### src/rtl/mul_arbiter.sv
// Round-robin arbiter sharing one MUL among NUM_REQ requesters, with in-order result routing.
// Optional stall statistics counter enabled by defining MUL_ARB_STATS_EN.
module mul_arbiter #(
  parameter int NUM_REQ       = 4,
  parameter int LOG_NUM_REQ   = 2,
  parameter int DATA_WIDTH    = 8,
  parameter int REP_INFO      = 16,
  parameter int LOG_MAX_OPS   = 16,
  parameter int TAG_SLOTS     = 8,
  parameter int LOG_TAG_SLOTS = 3,
  localparam int W            = 2*DATA_WIDTH + REP_INFO
) (
  input  logic                   clk,
  input  logic                   rst,
  input  logic                   configure,
  input  logic [LOG_MAX_OPS-1:0] num_ops,
  input  logic [NUM_REQ-1:0]     enable_mask,
  output logic                   busy,
  output logic                   done,
  input  logic [NUM_REQ*W-1:0]   req_data_in,
  input  logic [NUM_REQ-1:0]     req_valid_in,
  output logic [NUM_REQ-1:0]     req_avail_out,
  output logic [W-1:0]           mul_data_out,
  output logic                   mul_valid_out,
  input  logic                   mul_avail_in,
  input  logic [W-1:0]           mul_data_in,
  input  logic                   mul_valid_in,
  output logic                   mul_avail_out,
  output logic [W-1:0]           rsp_data_out,
  output logic [NUM_REQ-1:0]     rsp_valid_out,
  input  logic [NUM_REQ-1:0]     rsp_avail_in,
  output logic [31:0]            stall_cycles
);

  typedef enum logic [1:0] {IDLE, RUN, DRAIN} state_t;
  state_t state, state_nxt;

  logic                   done_nxt;
  logic                   cfg_accept;
  logic                   grant;
  logic                   gnt_found;
  logic [LOG_NUM_REQ-1:0] gnt_id;
  logic [LOG_NUM_REQ-1:0] rr_ptr;
  logic [NUM_REQ-1:0]     mask_q;
  logic [NUM_REQ-1:0]     eligible;
  logic [LOG_MAX_OPS-1:0] issue_cnt;
  logic [LOG_MAX_OPS-1:0] resp_cnt;

  logic [NUM_REQ-1:0]     buf_nonempty;
  logic [W-1:0]           buf_head [NUM_REQ];

  // ---------------- per-requester 2-slot buffers ----------------
  for (genvar g = 0; g < NUM_REQ; g++) begin : g_buf
    logic [W-1:0] mem [2];
    logic         wr_ptr, rd_ptr;
    logic [1:0]   cnt;
    logic         push, pop;

    assign req_avail_out[g] = (cnt != 2'd2);
    assign push             = req_valid_in[g] & req_avail_out[g];
    assign pop              = grant && (gnt_id == LOG_NUM_REQ'(g));
    assign buf_nonempty[g]  = (cnt != 2'd0);
    assign buf_head[g]      = mem[rd_ptr];

    always_ff @(posedge clk) begin
      if (push) mem[wr_ptr] <= req_data_in[g*W +: W];
    end

    always_ff @(posedge clk) begin
      if (!rst) begin
        wr_ptr <= 1'b0;
        rd_ptr <= 1'b0;
        cnt    <= '0;
      end else begin
        if (push) wr_ptr <= ~wr_ptr;
        if (pop)  rd_ptr <= ~rd_ptr;
        cnt <= cnt + {1'b0, push} - {1'b0, pop};
      end
    end
  end

  // ---------------- tag FIFO ----------------
  logic [LOG_NUM_REQ-1:0]   tag_mem [TAG_SLOTS];
  logic [LOG_TAG_SLOTS-1:0] tag_wr, tag_rd;
  logic [LOG_TAG_SLOTS:0]   tag_cnt;
  logic                     tag_empty, tag_full, tag_pop;
  logic [LOG_NUM_REQ-1:0]   head;

  assign tag_empty = (tag_cnt == '0);
  assign tag_full  = (tag_cnt == (LOG_TAG_SLOTS+1)'(TAG_SLOTS));
  assign tag_pop   = mul_valid_in & ~tag_empty;
  assign head      = tag_mem[tag_rd];

  always_ff @(posedge clk) begin
    if (grant) tag_mem[tag_wr] <= gnt_id;
  end

  always_ff @(posedge clk) begin
    if (!rst) begin
      tag_wr  <= '0;
      tag_rd  <= '0;
      tag_cnt <= '0;
    end else begin
      if (grant)   tag_wr <= tag_wr + 1'b1;
      if (tag_pop) tag_rd <= tag_rd + 1'b1;
      tag_cnt <= tag_cnt + {{LOG_TAG_SLOTS{1'b0}}, grant} - {{LOG_TAG_SLOTS{1'b0}}, tag_pop};
    end
  end

  // ---------------- return path ----------------
  assign mul_avail_out = ~tag_empty & rsp_avail_in[head];
  assign rsp_data_out  = mul_data_in;
  assign rsp_valid_out = mul_valid_in ? (NUM_REQ'(1) << head) : '0;

  // ---------------- round-robin grant ----------------
  always_comb begin
    int unsigned idx;
    idx       = 0;
    gnt_found = 1'b0;
    gnt_id    = rr_ptr;
    eligible  = mask_q & buf_nonempty;
    for (int unsigned k = 0; k < NUM_REQ; k++) begin
      idx = 32'(rr_ptr) + k;
      if (idx >= 32'(NUM_REQ)) idx = idx - 32'(NUM_REQ);
      if (!gnt_found && eligible[idx[LOG_NUM_REQ-1:0]]) begin
        gnt_found = 1'b1;
        gnt_id    = idx[LOG_NUM_REQ-1:0];
      end
    end
  end

  assign grant = (state == RUN) && (issue_cnt != '0) && mul_avail_in && !tag_full && gnt_found;

  // ---------------- control FSM ----------------
  always_comb begin
    state_nxt  = state;
    done_nxt   = 1'b0;
    cfg_accept = 1'b0;
    case (state)
      IDLE: begin
        if (configure) begin
          cfg_accept = 1'b1;
          if (num_ops == '0) done_nxt  = 1'b1;
          else               state_nxt = RUN;
        end
      end
      RUN: begin
        if (grant && issue_cnt == LOG_MAX_OPS'(1)) state_nxt = DRAIN;
      end
      DRAIN: begin
        // finish on the cycle the last response is taken, so done is not delayed
        if (resp_cnt == '0 || (resp_cnt == LOG_MAX_OPS'(1) && mul_valid_in)) begin
          state_nxt = IDLE;
          done_nxt  = 1'b1;
        end
      end
      default: state_nxt = IDLE;
    endcase
  end

  assign busy = (state != IDLE);

  always_ff @(posedge clk) begin
    if (!rst) begin
      state         <= IDLE;
      done          <= 1'b0;
      rr_ptr        <= '0;
      mask_q        <= '0;
      issue_cnt     <= '0;
      resp_cnt      <= '0;
      mul_valid_out <= 1'b0;
      mul_data_out  <= '0;
    end else begin
      state         <= state_nxt;
      done          <= done_nxt;
      mul_valid_out <= grant;
      if (grant) begin
        mul_data_out <= buf_head[gnt_id];
        rr_ptr       <= (gnt_id == LOG_NUM_REQ'(NUM_REQ-1)) ? '0 : gnt_id + 1'b1;
      end
      if (cfg_accept) begin
        issue_cnt <= num_ops;
        resp_cnt  <= num_ops;
        mask_q    <= enable_mask;
      end else begin
        if (grant) issue_cnt <= issue_cnt - 1'b1;
        if (mul_valid_in && resp_cnt != '0) resp_cnt <= resp_cnt - 1'b1;
      end
    end
  end

  // ---------------- optional statistics ----------------
`ifdef MUL_ARB_STATS_EN
  logic [31:0] stall_q;
  always_ff @(posedge clk) begin
    if (!rst)
      stall_q <= '0;
    else if (cfg_accept)
      stall_q <= '0;
    else if (state == RUN && issue_cnt != '0 && (|eligible) && !grant && stall_q != '1)
      stall_q <= stall_q + 1'b1;
  end
  assign stall_cycles = stall_q;
`else
  assign stall_cycles = '0;
`endif

endmodule

### config.mk
export PLATFORM = sky130hd
export DESIGN_NAME = mul_arbiter
export DESIGN_NICKNAME = d
export VERILOG_FILES = /design/src/rtl/mul_arbiter.sv
export SDC_FILE = /design/constraint.sdc
export NUM_CORES = 1
export LEC_CHECK = 0
export CORE_MARGIN = 2
export CORE_UTILIZATION = 46
export CTS_CLUSTER_DIAMETER = 150
export DETAILED_ROUTE_END_ITERATION = 8
export PLACE_DENSITY = 0.72
export SLEW_MARGIN = 20
export SYNTH_ARGS = -nofsm -noshare
export SYNTH_HDL_FRONTEND = slang
export SYNTH_SLANG_ARGS = --single-unit
### constraint.sdc
create_clock -name clk -period 6.6 [get_ports clk]
set_input_delay 0.99 -clock clk [delete_from_list [all_inputs] [get_ports clk]]
set_output_delay 0.99 -clock clk [all_outputs]
set_load 0.1 [all_outputs]
Word level (Yosys, flattened, before mapping)
Memories as Yosys holds them, arrays and structs flattened. A register that Yosys moved wholly into a read port is not among the register bits.
Cells that the tools add are included.
- memories: 5
- bits in writable memories: 272
- input port bits: 193
- bits in registers: 100
- logic and storage cells: 190
- reductions and logical operators: 34
- add/sub/neg operators: 22
- equal/unequal tests: 16
- shifts and indexed selects: 1
- bitwise operators: 17
- magnitude comparators: 10
- multiplexer cells: 62
- memories (memory ; depth ; width ; read ports ; clocked after memory_dff ; wr ports ; RTL line ; RTL):
    g_buf[0].mem ; 2 ; 32 ; 1 ; 1 ; 1 ; 54 ; logic [W-1:0] mem [2];
    g_buf[1].mem ; 2 ; 32 ; 1 ; 1 ; 1 ; 54 ;
    g_buf[2].mem ; 2 ; 32 ; 1 ; 1 ; 1 ; 54 ;
    g_buf[3].mem ; 2 ; 32 ; 1 ; 1 ; 1 ; 54 ;
    tag_mem ; 8 ; 2 ; 1 ; 1 ; 1 ; 83 ; logic [LOG_NUM_REQ-1:0] tag_mem [TAG_SLOTS];
- operators with widths (cell ; number):
    $bmux W32 S2 ; 1
    $mux W16 ; 4
    $mux W32 ; 2
    $eq A16 B1 Y1 const B ; 2
    $logic_not A16 Y1 ; 2
    $mux W1 ; 32
    $reduce_bool A16 Y1 ; 2
    $sub A16 B1 Y16 const B ; 2
    $mux W2 ; 13
    $lt A2 B3 Y1 const B ; 5
    $logic_and A1 B1 Y1 ; 14
    $ne A2 B2 Y1 const B ; 7
    $reduce_bool A2 Y1 ; 7
    $ge A3 B3 Y1 const B ; 4
    $bmux W1 S2 ; 5
    $not A1 Y1 ; 9
    $add A2 B1 Y2 ; 4
    $sub A2 B1 Y2 ; 4
    $sub A2 B1 Y2 const B ; 4
    $add A2 B2 Y3 const B ; 2
    $add A3 B1 Y3 const B ; 2
    $and A1 B1 Y1 ; 6
    $eq A2 B2 Y1 const B ; 3
    $mux W3 ; 2
    19 further kinds ; 24

Logic depth before layout (Yosys ltp)
Gate-level depths: netlist (run 1).
- word-level depth: 18
- gate-level depth with buffers: 14
- gate-level depth less buffers: 12

Worst setup path before layout (run 1)
OpenSTA, ideal clock, no wires.
- kind: register to output
- from: reg (tool-made name)
- to: out mul_avail_out
- data arrival time: 3.697 ns
- data required time: 5.610 ns
- path buffers: 0
- stages on the path, launching flop included: 5
- setup slack: 1.913 ns
- cell sequence: dfxtp_1 mux4_2 mux2i_1 mux4_2 a21boi_0
- RTL lines (element ; RTL line ; RTL):
    end, declared ; 28 ; output logic mul_avail_out,

==> results.tsv, run 1 <==
metric	value	unit
status	finished, final reports clean	
synth_ff_type	edfxtp_1	
ys_types	62	
remaining_drc_errors	0	
die_area	36100	um^2
seqPwrFrac	46.8	%
cp_max_fo	4	
synth_edf_count	272	
synthSimpleGateAreaFrac	6.48	%
p_leak	6.53	nW
power	6.11	mW
period_minus_slack	4.59	ns
synth_fa_ha_area_share	1.70	%
synth_top_family_by_area	compound AO/OA/AOI/OAI gates	
final_cell_count_no_fill	1844	
dp_hpwl	25000	um
worstPathCellList	mux4_2 > mux2i_1 > mux4_2 > a21boi_0 > clkdlybuf4s50_1	
dieWidth	190	um
grt_use_total	20.8	%
p_sw_share	26.6	%
p_per_area	314	nW/um^2
gp_congestion	0.835	
clock_sinks	379	
tightest_slew	1.11	ns
io_buffer_count	204	
maxCapViolCount	0	
worstRegToRegCells	8	
setup.worst_path.start_class	flop	
crit_path_top_delay_cell	clkdlybuf4s50_1	
grt_setup_unrepaired	no	
yosys.area_share.xor_xnor	1.93	%
clockRootBuffer	clkbuf_16	
min_period_over_period	69.6	%
start_util	46.4	%
holdWs	0.469	ns
cpMostUsedCell	mux4_2	
grt_pass1_wl	57300	um
wl_per_cell	20.7	um
dr.first_iter.drc_count	703	
area_growth	22.1	%
ctsResizeCount	0	
pwr-share-clk	37.0	%
antenna_found_initial	5	
drive_above_1_share	12.6	%
synth_top_cell_by_area	edfxtp_1	
final_nets	1570	
yosysMostFrequentCell	edfxtp_1	
synth_top_area_share	51.3	%
cts_tree	yes	
synth_compound_area_share	10.4	%
numCtsBuffers	40	
async_flop_share	0	%
hold_path_class	reg2reg	
slew_violations	0	
io_pins	301	
cp.required	5.61	ns
clock_insertion_delay_worst_skew	0.53	ns
worstPathArrival	3.60	ns
grt_overflow	0	
p_int	4.48	mW
dp.cells	1769	
cts_setup_buffers	0	
switching_power	1.62	mW
final.setup.tns	0	ns
p_comb_share	16.3	%
cts_hold_buf	0	
cpPeakStageDelay	0.98	ns
critical_path_class	reg2out	
placementRows	68	
whs_path_depth	1	
final_antenna_net_count	0	
min_from	state[0]$_SDFFE_PN0P_	
viasPerCell	5.49	
synth.area.mux_share	9.51	%
ir_drop	0.272	mV
clock_skew	0.0164	ns
max_freq	218	MHz
ys_ff_latch	379	
slew_headroom	25.8	%
drt_wl_total	38100	um
core	34300	um^2
die_h	190	um
avgSynthCellArea	13.4	um^2
r2r_start	g_buf[3].cnt[1]$_SDFF_PN0_	
grt_pass1_vias	10197	
path_clk_slew	0.06	ns
synth.yosys.seq_area_share	64.8	%
endpoint_kind	output port	
crit_buf_inv	1	
crit_family	multiplexers	
synth_cells	1189	
finalHoldViolCount	0	
first_pass_iters	5	
syn_area	15900	um^2
num_vias	10131	
cts_buffer_depth	3	
htree_levels	2	
crit_cells	5	
netlist_top_cells_area	edfxtp_1 51%, dfxtp_1 13%, mux2_2 4.5%, mux2i_1 4.3%, buf_4 3.1%	
finalSetupViolCount	0	
synthTopCellsByCount	272 x edfxtp_1, 107 x dfxtp_1, 71 x nand2_1	
grt_max_degree	71	
yosys_warnings	0	
registers in the layout (all words and copies together) (netlist names), named ones only:
register       count
mul_valid_out      1
tag_wr             3
g_buf.rd_ptr       4
rr_ptr             2
g_buf.cnt          8
resp_cnt          16
g_buf.mem        256
tag_rd             3
mask_q             4
done               1
state              2
mul_data_out      32
tag_cnt            4
g_buf.wr_ptr       4
issue_cnt         16
tag_mem           16
worst paths after layout:
kind                                   to  slack [ns]
hold reg to reg           done$_SDFF_PN0_        0.47
setup / recovery            mul_avail_out        2.01
setup reg to reg  tag_mem[5][1]$_DFFE_PP_        2.82
hold / removal            done$_SDFF_PN0_        0.47
worst reg2reg max path, delay by kind of cell, from the launching register on:
family          cells  cell delay, ns
compound gates      2            0.90
simple gates        4            1.34
buf+inv             2            0.83
flops               1            0.38
logic make-up after synthesis:
kind of cell	Yosys count
DFF	379
muxes	137
adders and majority gates	21
AOI/OAI and AO/OA	254
other	1
xor gates and xnor gates	35
and+or+nand+nor	209
buffers and inverters	153
cell usage in the layout (no fill, tap or decap), types with 22 or more instances in the layout:
master / n
a31oi_1: 38
clkbuf_16: 43
mux2_2: 64
mux2i_1: 68
nand2_1: 71
conb_1: 32
o21ai_0: 70
o2bb2a_1: 27
a21oi_1: 49
nor2_1: 44
edfxtp_1: 272
o211ai_1: 33
dfxtp_1: 105
clkdlybuf4s50_1: 203
xnor2_1: 22
cell type report:
type,count,area (um^2)
fill,2784,14900
sequential,379,10300
multi-input combinational,688,4920
timing repair buffer,224,2190
clock buffer,58,1220
tap,455,569
clock inverter,14,134
inverter,23,86.3
antenna,3,7.51
power by group through the flow:
stage / clock network (mW) / registers, mW / logic, mW
final: 2.26 / 2.85 / 0.992
after global routing: 2.38 / 2.87 / 1.07
after floorplan: 0 / 2.94 / 0.723
after detailed placement: 0 / 2.90 / 0.995
after global placement: 0 / 2.89 / 0.974
after CTS: 2.30 / 2.86 / 1.00
routing by layer:
layer / GRT usage [%] / part of all wire, % / wire length [um]
met5: 0 / 0.071 / 27
met2: 36.3 / 50 / 19000
met3: 5.94 / 8.5 / 3250
met4: 5.81 / 2.2 / 857
met1: 25.2 / 39 / 14900
stage by stage:
stage / worst slack (ns) / utilization, % / cell area (um^2)
after CTS: 1.95 / 56.7 / 19400
after global routing: 1.81 / 56.7 / 19400
final: 2.01 / 56.7 / 19400
after detailed placement: 2.21 / 52.7 / 18100
after floorplan: 1.91 / - / 16000
after global placement: 2.38 / 52.7 / 18100
Note: power is estimated with default switching activity, not from simulation.
==> inputs of run 2 (changes only) <==
==> constraint.sdc (replaced) <==
create_clock -name clk -period 4.6 [get_ports clk]
set_input_delay 0.69 -clock clk [delete_from_list [all_inputs] [get_ports clk]]
set_output_delay 0.69 -clock clk [all_outputs]
set_load 0.1 [all_outputs]
==> run 2 against run 1 <==
- first-iteration DRC count decreased by 0.28%
- sequential share of layout area about the same
- clock skew increased by 0.0076 ns
- highest routed layer unchanged
==> results.tsv, run 2 (synthesis results as in run 1) <==
metric	value	unit	change
ctsResizeCount	0		unchanged
postLayoutCellArea	19400	um^2	about the same
period_minus_slack	3.56	ns	
r2r_start	issue_cnt[2]$_SDFFE_PN0P_		
crit_start	issue_cnt[2]$_SDFFE_PN0P_		
dr.first_iter.drc_count	701		-0.28%
clock_insertion_delay_worst_skew	0.55	ns	+0.02 ns
num_vias	10102		-0.29%
final.setup.tns	0	ns	unchanged
power	8.76	mW	+43%
slew_violations	0		unchanged
cts_setup_buffers	0		unchanged
die_area	36100	um^2	unchanged
placementRows	68		unchanged
status	finished, final reports clean		
p_per_area	451	nW/um^2	+44%
drt_wl_total	37600	um	-1.2%
io_pins	301		unchanged
first_pass_iters	5		unchanged
p_leak	6.50	nW	-0.41%
grt_pass1_vias	10100		-0.95%
fill_cells	2773		-0.40%
dp_hpwl	25100	um	+0.15%
endpoint_kind	flop		
drive_above_1_share	12.5	%	-0.11 points
layout_common_cells	272 x edfxtp_1, 198 x clkdlybuf4s50_1, 105 x dfxtp_1, 71 x nand2_1, 70 x o21ai_0		
grt_use_total	20.7	%	-0.13 points
antenna_found_initial	7		+2
clock_skew	0.0241	ns	+0.00764 ns
core	34300	um^2	unchanged
htree_levels	2		unchanged
min_from	state[0]$_SDFFE_PN0P_		
hold_path_class	reg2reg		
regMostFlops	g_buf.mem		
holdWs	0.471	ns	+0.00164 ns
io_buffer_count	204		unchanged
dieWidth	190	um	unchanged
remaining_drc_errors	0		unchanged
slew_headroom	26.0	%	+0.17 points
ir_drop	0.335	mV	+23%
clockRootBuffer	clkbuf_16		
wl_per_cell	20.4	um	-1.5%
top_regs	g_buf.mem x256, mul_data_out x32		
grt_overflow	0		unchanged
numCtsBuffers	41		+2.5%
finalHoldViolCount	0		unchanged
cts_buffer_depth	3		unchanged
max_freq	281	MHz	
pwr-share-clk	37.2	%	+0.2 points
tightest_slew	1.11	ns	-0.00259 ns
path_clk_slew	0.06	ns	about the same
switching_power	2.36	mW	+45%
final_nets	1571		+0.064%
worstPathArrival	3.96	ns	+0.36 ns
p_sw_share	26.9	%	+0.29 points
start_util	46.4	%	unchanged
largest_reg_flops	256		unchanged
clock_sinks	379		unchanged
cp_max_fo	30		+26
maxCapViolCount	0		unchanged
cp.required	5.00	ns	-0.61 ns
finalSetupViolCount	0		unchanged
cts_tree	yes		
p_int	6.41	mW	+43%
min_period_over_period	77.3	%	
setup.worst_path.start_class	flop		
area_growth	22.1	%	about the same
seqPwrFrac	46.8	%	about the same
grt_setup_unrepaired	no		
final_util	56.7	%	about the same
cts_hold_buf	0		unchanged
final_antenna_net_count	0		unchanged
p_comb_share	16.1	%	-0.2 points
die_h	190	um	unchanged
gp_congestion	0.827		-0.97%
grt_pass1_wl	56700	um	-1.0%
final_common_cell	edfxtp_1		
grt_max_degree	77		+8.5%
viasPerCell	5.46		-0.56%
critical_path_class	reg2reg		
post_dp_cell_area	18100	um^2	about the same
-- run 2: final timing paths --
kind                           end  slack [ns]  cells after the start
max          tag_cnt[3]$_SDFF_PN0_        1.04                     10
min                done$_SDFF_PN0_        0.47                      1
max reg2reg  tag_cnt[3]$_SDFF_PN0_        1.04                     10
min reg2reg        done$_SDFF_PN0_        0.47                      1
-- run 2: final cells by class --
cell class	count	area, um^2	share of cell area, %
Antenna cell	4	10.0	0.0515
Clock buffer	54	1110	5.69
Clock inverter	22	241	1.24
Inverter	23	86.3	0.444
Multi-Input combinational cell	688	4920	25.3
Sequential cell	379	10300	53.1
Tap cell	455	569	2.93
Timing Repair Buffer	224	2170	11.2
-- run 2: stage by stage --
stage	instances	setup slack, ns
global route	1845	0.737
finish	1849	1.04
floorplan	1220	0.213
CTS	1845	0.996
detailed placement	1769	0.898
global placement	1769	0.948
-- run 2: power groups by stage --
stage	combinational (mW)	sequential, mW	clock (mW)
floorplan	1.04	4.21	0
global placement	1.39	4.15	0
detailed placement	1.42	4.17	0
CTS	1.43	4.10	3.32
global route	1.52	4.12	3.44
finish	1.41	4.10	3.25
-- run 2: worst max-delay path, cell delays in order, from the launching register on --
cell	delay [ns]
dfxtp_1	0.34
nor4_1	0.65
nand2_1	0.24
nor4_2	0.32
or2_1	0.63
inv_2	0.40
ha_1	0.34
a21o_1	0.16
a21oi_1	0.17
xnor2_1	0.13
nor2_1	0.05
-- run 2: routing by layer --
metal	part of all wire, %	global-route usage [%]
met2	49	35.2
met3	8.2	5.31
met5	0.12	0
met4	3.1	7.30
met1	40	25.6
